==> config.mk <==
export PLATFORM = sky130hd
export DESIGN_NAME = bus_bridge_mslave
export DESIGN_NICKNAME = d
export VERILOG_FILES = /design/src/rtl/bridge_pkg.sv /design/src/rtl/bridge_addr_decoder.sv /design/src/rtl/bus_bridge_mslave.sv
export SDC_FILE = /design/constraint.sdc
export NUM_CORES = 1
export LEC_CHECK = 0
export CORE_AREA = 2 2 191 193
export CTS_BUF_LIST = sky130_fd_sc_hd__clkbuf_4 sky130_fd_sc_hd__clkbuf_8
export DETAILED_ROUTE_END_ITERATION = 12
export DIE_AREA = 0 0 193 195
export GPL_ROUTABILITY_DRIVEN = 0
export GPL_TIMING_DRIVEN = 0
export MAX_ROUTING_LAYER = met4
export PLACE_DENSITY = 0.56
export SYNTH_ARGS = -nofsm -noshare
export SYNTH_HDL_FRONTEND = slang
export SYNTH_SLANG_ARGS = --single-unit
==> constraint.sdc <==
create_clock -name clk -period 2.35 [get_ports clk]
set_clock_uncertainty 0.2 [all_clocks]
set_input_delay 0.3525 -clock clk [delete_from_list [all_inputs] [get_ports clk]]
set_output_delay 0.3525 -clock clk [all_outputs]
set_load 0.05 [all_outputs]
==> src/rtl/bridge_pkg.sv <==
// Shared constants for the data-side bus bridge: FSM encodings and the default CPU address map.
package bridge_pkg;

    localparam logic [1:0] StIdle = 2'd0;
    localparam logic [1:0] StWait = 2'd1;
    localparam logic [1:0] StResp = 2'd2;

    localparam int unsigned MapSlaves = 8;
    localparam int unsigned MapAddrW  = 32;

    // DM spans 0x0000-0x2FFF; one base/mask pair can only cover the enclosing 16 KiB window.
    localparam logic [31:0] DmBase    = 32'h0000_0000;
    localparam logic [31:0] DmMask    = 32'hFFFF_C000;
    localparam logic [31:0] T0Base    = 32'h0000_7F00;
    localparam logic [31:0] T0Mask    = 32'hFFFF_FFF0;
    localparam logic [31:0] UartBase  = 32'h0000_7F30;
    localparam logic [31:0] UartMask  = 32'hFFFF_FFF0;
    localparam logic [31:0] DtBase    = 32'h0000_7F50;
    localparam logic [31:0] DtMask    = 32'hFFFF_FFF0;
    localparam logic [31:0] DipSwBase = 32'h0000_7F60;
    localparam logic [31:0] DipSwMask = 32'hFFFF_FFF8;
    localparam logic [31:0] KeyBase   = 32'h0000_7F68;
    localparam logic [31:0] KeyMask   = 32'hFFFF_FFF8;
    localparam logic [31:0] LedBase   = 32'h0000_7F70;
    localparam logic [31:0] LedMask   = 32'hFFFF_FFF8;
    // Zero mask with a non-zero base never matches: spare slot stays unmapped.
    localparam logic [31:0] NoneBase  = 32'h0000_0001;
    localparam logic [31:0] NoneMask  = 32'h0000_0000;

    localparam logic [MapSlaves*MapAddrW-1:0] DefaultBaseVec = {
        NoneBase, LedBase, KeyBase, DipSwBase, DtBase, UartBase, T0Base, DmBase
    };
    localparam logic [MapSlaves*MapAddrW-1:0] DefaultMaskVec = {
        NoneMask, LedMask, KeyMask, DipSwMask, DtMask, UartMask, T0Mask, DmMask
    };

endpackage

==> src/rtl/bridge_addr_decoder.sv <==
// Combinational address decoder: one-hot window hit, lowest slave index wins on overlap.
module bridge_addr_decoder #(
    parameter int unsigned NUM_SLAVES = 8,
    parameter int unsigned ADDR_W     = 32,
    parameter logic [NUM_SLAVES*ADDR_W-1:0] BASE_VEC = '0,
    parameter logic [NUM_SLAVES*ADDR_W-1:0] MASK_VEC = '0
) (
    input  logic [ADDR_W-1:0]     addr,
    output logic [NUM_SLAVES-1:0] hit,
    output logic                  any_hit
);

    always_comb begin
        hit     = '0;
        any_hit = 1'b0;
        for (int i = 0; i < NUM_SLAVES; i++) begin
            if (!any_hit &&
                ((addr & MASK_VEC[i*ADDR_W +: ADDR_W]) == BASE_VEC[i*ADDR_W +: ADDR_W])) begin
                hit[i]  = 1'b1;
                any_hit = 1'b1;
            end
        end
    end

endmodule

==> src/rtl/bus_bridge_mslave.sv <==
// CPU data-bus bridge: routes one access at a time to a windowed slave with req/ack handshake,
// bus timeout and error logging.
module bus_bridge_mslave
    import bridge_pkg::*;
#(
    parameter int unsigned NUM_SLAVES = 8,
    parameter int unsigned ADDR_W     = 32,
    parameter int unsigned DATA_W     = 32,
    parameter logic [NUM_SLAVES*ADDR_W-1:0] BASE_VEC = '0,
    parameter logic [NUM_SLAVES*ADDR_W-1:0] MASK_VEC = '0,
    parameter int unsigned TIMEOUT    = 15
) (
    input  logic                         clk,
    input  logic                         reset,
    input  logic                         m_req,
    input  logic                         m_we,
    input  logic [ADDR_W-1:0]            m_addr,
    input  logic [DATA_W-1:0]            m_wdata,
    input  logic [DATA_W/8-1:0]          m_byteen,
    output logic                         m_ready,
    output logic                         m_err,
    output logic [DATA_W-1:0]            m_rdata,
    output logic [NUM_SLAVES-1:0]        s_sel,
    output logic                         s_we,
    output logic [ADDR_W-1:0]            s_addr,
    output logic [DATA_W-1:0]            s_wdata,
    output logic [DATA_W/8-1:0]          s_byteen,
    input  logic [NUM_SLAVES-1:0]        s_ack,
    input  logic [NUM_SLAVES*DATA_W-1:0] s_rdata,
    output logic [15:0]                  err_count,
    output logic [ADDR_W-1:0]            err_addr
);

    localparam int unsigned BeW     = DATA_W / 8;
    localparam int unsigned CntW    = (TIMEOUT > 1) ? $clog2(TIMEOUT) : 1;
    localparam int unsigned TmoLast = (TIMEOUT > 0) ? TIMEOUT - 1 : 0;
    localparam logic [CntW-1:0] CntLast = CntW'(TmoLast);

    logic [1:0]            state_q, state_d;
    logic                  we_q, we_d;
    logic [ADDR_W-1:0]     addr_q, addr_d;
    logic [DATA_W-1:0]     wdata_q, wdata_d;
    logic [BeW-1:0]        byteen_q, byteen_d;
    logic [NUM_SLAVES-1:0] sel_q, sel_d;
    logic [CntW-1:0]       cnt_q, cnt_d;
    logic                  m_err_q, m_err_d;
    logic [DATA_W-1:0]     m_rdata_q, m_rdata_d;
    logic [15:0]           err_count_q, err_count_d;
    logic [ADDR_W-1:0]     err_addr_q, err_addr_d;

    logic [NUM_SLAVES-1:0] hit;
    logic                  any_hit;
    logic                  ack_sel;
    logic                  timeout_hit;
    logic [DATA_W-1:0]     sel_rdata;
    logic                  log_err;
    logic [ADDR_W-1:0]     log_addr;

    bridge_addr_decoder #(
        .NUM_SLAVES (NUM_SLAVES),
        .ADDR_W     (ADDR_W),
        .BASE_VEC   (BASE_VEC),
        .MASK_VEC   (MASK_VEC)
    ) u_decoder (
        .addr    (m_addr),
        .hit     (hit),
        .any_hit (any_hit)
    );

    always_comb begin
        ack_sel     = |(s_ack & sel_q);
        timeout_hit = (TIMEOUT > 0) && (cnt_q == CntLast);
        sel_rdata   = '0;
        for (int i = 0; i < NUM_SLAVES; i++) begin
            if (sel_q[i]) begin
                sel_rdata = sel_rdata | s_rdata[i*DATA_W +: DATA_W];
            end
        end
    end

    always_comb begin
        state_d     = state_q;
        we_d        = we_q;
        addr_d      = addr_q;
        wdata_d     = wdata_q;
        byteen_d    = byteen_q;
        sel_d       = sel_q;
        cnt_d       = cnt_q;
        m_err_d     = m_err_q;
        m_rdata_d   = m_rdata_q;
        err_count_d = err_count_q;
        err_addr_d  = err_addr_q;
        log_err     = 1'b0;
        log_addr    = m_addr;

        case (state_q)
            StIdle: begin
                if (m_req) begin
                    if (any_hit) begin
                        we_d     = m_we;
                        addr_d   = m_addr;
                        wdata_d  = m_wdata;
                        byteen_d = m_we ? m_byteen : '0;
                        sel_d    = hit;
                        cnt_d    = '0;
                        state_d  = StWait;
                    end else begin
                        m_err_d   = 1'b1;
                        m_rdata_d = '0;
                        log_err   = 1'b1;
                        state_d   = StResp;
                    end
                end
            end
            StWait: begin
                // An ack arriving on the timeout cycle still completes cleanly.
                if (ack_sel) begin
                    m_rdata_d = we_q ? '0 : sel_rdata;
                    m_err_d   = 1'b0;
                    sel_d     = '0;
                    state_d   = StResp;
                end else if (timeout_hit) begin
                    m_rdata_d = '0;
                    m_err_d   = 1'b1;
                    sel_d     = '0;
                    log_err   = 1'b1;
                    log_addr  = addr_q;
                    state_d   = StResp;
                end else begin
                    cnt_d = cnt_q + 1'b1;
                end
            end
            StResp: begin
                m_err_d   = 1'b0;
                m_rdata_d = '0;
                state_d   = StIdle;
            end
            default: state_d = StIdle;
        endcase

        if (log_err) begin
            err_count_d = (err_count_q == 16'hFFFF) ? err_count_q : err_count_q + 16'd1;
            err_addr_d  = log_addr;
        end
    end

    always_ff @(posedge clk) begin
        if (reset) begin
            state_q     <= StIdle;
            we_q        <= 1'b0;
            addr_q      <= '0;
            wdata_q     <= '0;
            byteen_q    <= '0;
            sel_q       <= '0;
            cnt_q       <= '0;
            m_err_q     <= 1'b0;
            m_rdata_q   <= '0;
            err_count_q <= '0;
            err_addr_q  <= '0;
        end else begin
            state_q     <= state_d;
            we_q        <= we_d;
            addr_q      <= addr_d;
            wdata_q     <= wdata_d;
            byteen_q    <= byteen_d;
            sel_q       <= sel_d;
            cnt_q       <= cnt_d;
            m_err_q     <= m_err_d;
            m_rdata_q   <= m_rdata_d;
            err_count_q <= err_count_d;
            err_addr_q  <= err_addr_d;
        end
    end

    assign m_ready   = (state_q == StResp);
    assign m_err     = m_err_q;
    assign m_rdata   = m_rdata_q;
    assign s_sel     = sel_q;
    assign s_we      = we_q;
    assign s_addr    = addr_q;
    assign s_wdata   = wdata_q;
    assign s_byteen  = byteen_q;
    assign err_count = err_count_q;
    assign err_addr  = err_addr_q;

endmodule

After elaboration in Yosys (flattened, before gate mapping) --
Index checks and enable logic that the tools add are counted.
Word-level totals: bits in registers 164, latch bits 0, bits in writable memories 0, memory bits (read-only) 0, input bits 336, output and inout bits 159, word-level logic and storage cells 74, memories kept 0
Operators by class: $add $sub $neg 2, $mul 0, divide/modulo/power cells 0, $lt $le $gt $ge 0, equality and inequality tests 8, shift operators 0, multiplexer cells 34, bitwise gates (word level) 9, reductions and logical operators 10
Operators with widths (number):
- 32-bit 2-to-1 mux | 14
- 32-bit bitwise OR | 7
- 32-bit case mux with 2 select lines | 1
- 8-bit 2-to-1 mux | 3
- 16-bit by 1-bit adder with 16-bit output (second input constant) | 1
- 16-bit == test (second input constant) | 1
- 4-bit 2-to-1 mux | 4
- 8-bit case mux with 2 select lines | 1
- 8-bit bitwise AND | 1
- 4-bit case mux with 2 select lines | 1
- 2-bit AND reduction | 4
- 8-bit OR reduction | 1
- 2-bit 2-to-1 mux | 3
- 2-bit != test (second input constant) | 3
- 1-bit 2-to-1 mux | 5
- 4-bit by 1-bit adder with 4-bit output (second input constant) | 1
- 4-bit == test (second input constant) | 1
- 2-bit case mux with 2 select lines | 1
- 4-bit AND reduction | 1
- 2-bit nonzero test | 2
- 3-bit != test (second input constant) | 1
- 3-bit AND reduction | 1
- 2-bit by 1-bit == test with 1-bit output (second input constant) | 1
- 2-bit == test (second input constant) | 1
- 3 further kinds | 3

Depth between registers and ports, before layout --
word-level depth 18, depth in mapped cells 9, mapped depth without buffers 7

Cells and area by module --
Synthesis repeated with hierarchy kept, for this count alone.
Second synthesis, totals: cells, all modules 946, area total of the unflattened synthesis 7822.5 um^2
By module, submodules not included:
- bus_bridge_mslave | instances 1, cells an instance 935, area each 7747.4 um^2, sequential area each 3283.1 um^2
- bridge_addr_decoder | instances 1, cells an instance 11, area each 75.1 um^2, sequential area each 0.0 um^2

Worst setup path after synthesis --
Ideal clock, no wire load.
path kind reg-to-reg, from register err_count_q[0], in the netlist err_count[0], to register err_count_q[9], in the netlist err_count[9], setup time 0.128 ns, arrival time 2.068 ns, required time 2.022 ns, path slack -0.045 ns, stages on the path, launching flop included 8, buffers on the path 1, clock period less this slack 2.395 ns, cell sequence dfxtp_1 -> ha_1 -> nand4_2 -> or4_1 -> buf_2 -> nand4_1 -> xor2_1 -> nor2_1
On the way: word-level cells in the longest chain between the ends 3, elaborated cells on any way between the ends 4, those cells by class add/sub: 1; eq/ne: 1; bitwise: 1; reduce/logical: 1
Ends and longest elaborated chain:
- start, declared | RTL line bus_bridge_mslave.sv:48 | logic [15:0] err_count_q, err_count_d;
- start signal, assigned | RTL line bus_bridge_mslave.sv:170 | err_count_q <= err_count_d;
- parallel branches: the longest is 3 deep, another holds 16-bit by 1-bit adder with 16-bit output
Several ways; the timed one is not identified. A chain may end at the register's enable or synchronous reset.

Worst setup path after layout --
from register err_count_q[7], in the netlist err_count[7], to output err_count[7]
RTL lines:
- end, declared | RTL line bus_bridge_mslave.sv:30 | output logic [15:0] err_count,
No word-level cell between the ends.

==> flow_summary.json <==
{
  "hold_viol": 0,
  "tritoncts_clock_tree": "yes",
  "maximum_number_of_pins_on_one_net_before_global_route_repair": 17,
  "hold_depth": 3,
  "detailed_place_hpwl_um": 17740,
  "worst_hold_slack_ns": 0.2022,
  "clk-insertion-delay-late_ns": 0.48,
  "run_status": "completed",
  "final-max-slew-violation-count": 0,
  "die-width_um": 193,
  "cellPowerDensity_nw_per_um2": 644.4,
  "p_leak_nw": 3.485,
  "total_instance_count_after_detailed_placement": 1412,
  "rsz0062_at_grt": "yes",
  "port-buffer-count": 255,
  "maximum_fanout_along_the_worst_path": 4,
  "vdd_drop_max_mv": 0.3345,
  "drtIter0Drc": 184,
  "timing.critical_path.from_type": "flop",
  "final_cells": 1449,
  "floorplan.initialDensity": 0.1606,
  "drt-total-wl_um": 23360,
  "floorplan.rows": 69,
  "mostFrequentLayoutCells": "sky130_fd_sc_hd__clkdlybuf4s50_1, sky130_fd_sc_hd__nand2_1, sky130_fd_sc_hd__dfxtp_1, sky130_fd_sc_hd__a21oi_1, sky130_fd_sc_hd__nor2_1",
  "layout_worst_path_cycle_share": 0.9622,
  "total_die_area_um2": 37640,
  "clock.fmax_mhz": 442.3,
  "die_h_um": 195,
  "max_cap_violations": 0,
  "postSynthRegisterBits": 157,
  "clkSlewWorstSetupHoldPaths_ns": 0.11,
  "core_um2": 35400,
  "pin_count": 495,
  "yosysWarnings": 0,
  "setup_total_negative_slack_ns": 0,
  "synthToLayoutAreaGrowth_pct": 63.56,
  "layout_min_cycle_time_ns": 2.261,
  "slew_worst_pin_ns": 0.7579,
  "cp_data_arrival_time_ns": 1.71,
  "grt_pass1_wl_um": 33740,
  "ys_seq_area_frac": 0.5528,
  "drt_pre_antenna_iters": 5,
  "worst_path_max_delay_cell": "sky130_fd_sc_hd__clkdlybuf4s50_1",
  "setup_viol": 0,
  "critical_path_required_ns": 1.80,
  "cp_slowest_stage_delay_ns": 0.83,
  "path_class": "flop to primary output",
  "path_depth": 1,
  "cts.hold.buffers_added": 0,
  "critical_path_buf_inv_count": 1,
  "setup.worst_path.end_class": "primary output",
  "syn-mean-instance-area_um2": 8.240,
  "timing.slew.headroom": 0.4947,
  "post-cts-setup-buffers": 0,
  "route.detailed.wl_per_inst_um": 16.12,
  "cts.htree.levels": 4,
  "root_buffer": "sky130_fd_sc_hd__clkbuf_8",
  "critical-path-top-delay-family": "buffers and inverters",
  "cts-buffers-inserted": 17,
  "hold_path.class": "primary input to flop",
  "cp_cell_sequence": "clkdlybuf4s50_1",
  "drtAntennaViolNets": 0,
  "first_global_vias": 5498,
  "number_of_distinct_library_cells_after_synthesis": 36,
  "timing.reg2reg.worst_path_depth": 9,
  "cts.path.max_buffers": 2,
  "grt_overflow_total": 0,
  "drive_gt1_frac": 0.06314,
  "post_drt_via_cell_ratio": 3.938,
  "netlist_area_um2": 5685,
  "remaining_drc_errors": 0,
  "clock-sinks": 157,
  "synthCells": 690,
  "antenna_found_initial": 6,
  "layout.cells.most_common": "sky130_fd_sc_hd__clkdlybuf4s50_1",
  "vias": 5706,
  "fin_nets": 1308,
  "globalRouteTotalUtil": 0.1272
}
## per-layer routing
layer	track usage	routed length, µm
met5	-	0
met4	0.05247	639
met3	0.03828	1637
met2	0.1920	10480
met1	0.1573	10600
## cells in the mapped netlist
cell type / n / area share
sky130_fd_sc_hd__o21ai_1: 1 / 0.00088
sky130_fd_sc_hd__or4_1: 1 / 0.0013
sky130_fd_sc_hd__nor3_1: 7 / 0.0062
sky130_fd_sc_hd__o21ai_0: 2 / 0.0018
sky130_fd_sc_hd__a41oi_1: 1 / 0.0015
sky130_fd_sc_hd__xnor2_1: 7 / 0.011
sky130_fd_sc_hd__a31oi_1: 2 / 0.0022
sky130_fd_sc_hd__a21boi_0: 1 / 0.0013
sky130_fd_sc_hd__and2b_1: 1 / 0.0013
sky130_fd_sc_hd__or2_2: 1 / 0.0011
sky130_fd_sc_hd__a32oi_1: 1 / 0.0015
sky130_fd_sc_hd__xor2_1: 7 / 0.011
sky130_fd_sc_hd__and2_1: 2 / 0.0022
sky130_fd_sc_hd__inv_1: 2 / 0.0013
sky130_fd_sc_hd__nand2_1: 205 / 0.14
sky130_fd_sc_hd__nor2_1: 54 / 0.036
sky130_fd_sc_hd__buf_1: 5 / 0.0033
sky130_fd_sc_hd__dfxtp_1: 157 / 0.55
sky130_fd_sc_hd__buf_4: 9 / 0.012
sky130_fd_sc_hd__a22oi_1: 32 / 0.042
sky130_fd_sc_hd__and3_1: 4 / 0.0044
sky130_fd_sc_hd__clkbuf_1: 34 / 0.022
sky130_fd_sc_hd__nor2b_1: 2 / 0.0022
sky130_fd_sc_hd__nand2b_1: 1 / 0.0011
sky130_fd_sc_hd__a21oi_1: 108 / 0.095
sky130_fd_sc_hd__conb_1: 1 / 0.00066
sky130_fd_sc_hd__nor4_1: 1 / 0.0011
sky130_fd_sc_hd__or3_1: 3 / 0.0033
sky130_fd_sc_hd__nor4_2: 1 / 0.0022
sky130_fd_sc_hd__nand3_1: 16 / 0.014
sky130_fd_sc_hd__buf_2: 8 / 0.0070
sky130_fd_sc_hd__nand4_2: 2 / 0.0044
sky130_fd_sc_hd__nand4_1: 5 / 0.0055
sky130_fd_sc_hd__nor3b_1: 1 / 0.0013
sky130_fd_sc_hd__nor4b_1: 2 / 0.0031
sky130_fd_sc_hd__ha_1: 3 / 0.0066
## flip-flops by register name, indices dropped and copies added, names as in the netlist
signal     cells
err_count     16
err_addr      32
s_sel          1
s_wdata       32
s_byteen       4
s_addr        32
cnt_q          4
m_err          1
m_rdata       32
s_we           1
state_q        2
## where the power goes
| group | leakage [nW] | internal (mW) | total [mW] | switching [mW] |
|---|---|---|---|---|
| Clock | 0.202 | 0.979 | 2.20 | 1.22 |
| Sequential | 1.28 | 2.75 | 2.81 | 0.0622 |
| Combinational | 2.01 | 0.370 | 0.986 | 0.616 |
| Total | 3.48 | 4.10 | 5.99 | 1.90 |
## through the flow
stage	setup slack, ns	area [µm²]	total power [mW]	utilization
6_report	0.08888	9299	5.992	0.2627
5_1_grt	-0.01544	9299	6.291	0.2627
4_1_cts	0.0004650	9230	6.136	0.2608
3_5_place_dp	-0.4602	8840	3.874	0.2497
3_3_place_gp	-0.4425	8840	3.869	0.2497
2_1_floorplan	0.1373	5710	3.400	-
## tightest hold or removal path, cell delays in order
cell                              delay, ns
sky130_fd_sc_hd__clkdlybuf4s50_1       0.39
sky130_fd_sc_hd__nand2_1               0.05
sky130_fd_sc_hd__a21oi_1               0.05
## cell type report
cell class              count  area (µm²)
fillers                  3846       26100
flip-flops and latches    157        3146
repair buffers            255        2567
multi-input cells         481        2318
well taps                 461       576.8
plain buffers              55       261.5
clock buffers              17       234.0
clock inverters            15       172.7
diodes                      6       15.01
inverters                   2       7.507
## worst paths after layout
kind                             startpoint                          to  slack, ns
setup / recovery  err_count[7]$_SDFFE_PP0P_                err_count[7]       0.09
hold / removal                   m_addr[21]     s_addr[21]$_SDFFE_PP0P_       0.20
setup reg to reg      cnt_q[0]$_SDFFE_PP0P_  err_count[12]$_SDFFE_PP0P_       0.17
hold reg to reg   err_addr[28]$_SDFFE_PP0P_   err_addr[28]$_SDFFE_PP0P_       0.26
## logic make-up after synthesis
family | Yosys count | synth area share
and+or+nand+nor | 309 | 0.2258
AOI/OAI and AO/OA | 148 | 0.1466
adders and majority gates | 3 | 0.006603
other | 1 | 0.0006596
buffers and inverters | 58 | 0.04599
DFF | 157 | 0.5528
xor gates and xnor gates | 14 | 0.02157
## timing repair
item | in CTS | in global routing
gates cloned | 0 | 0
resized for setup | 15 | 26
hold endpoints to repair | 0 | 0
setup endpoints to repair | 24 | 79
No activity file was read; power rests on OpenSTA's default activity.
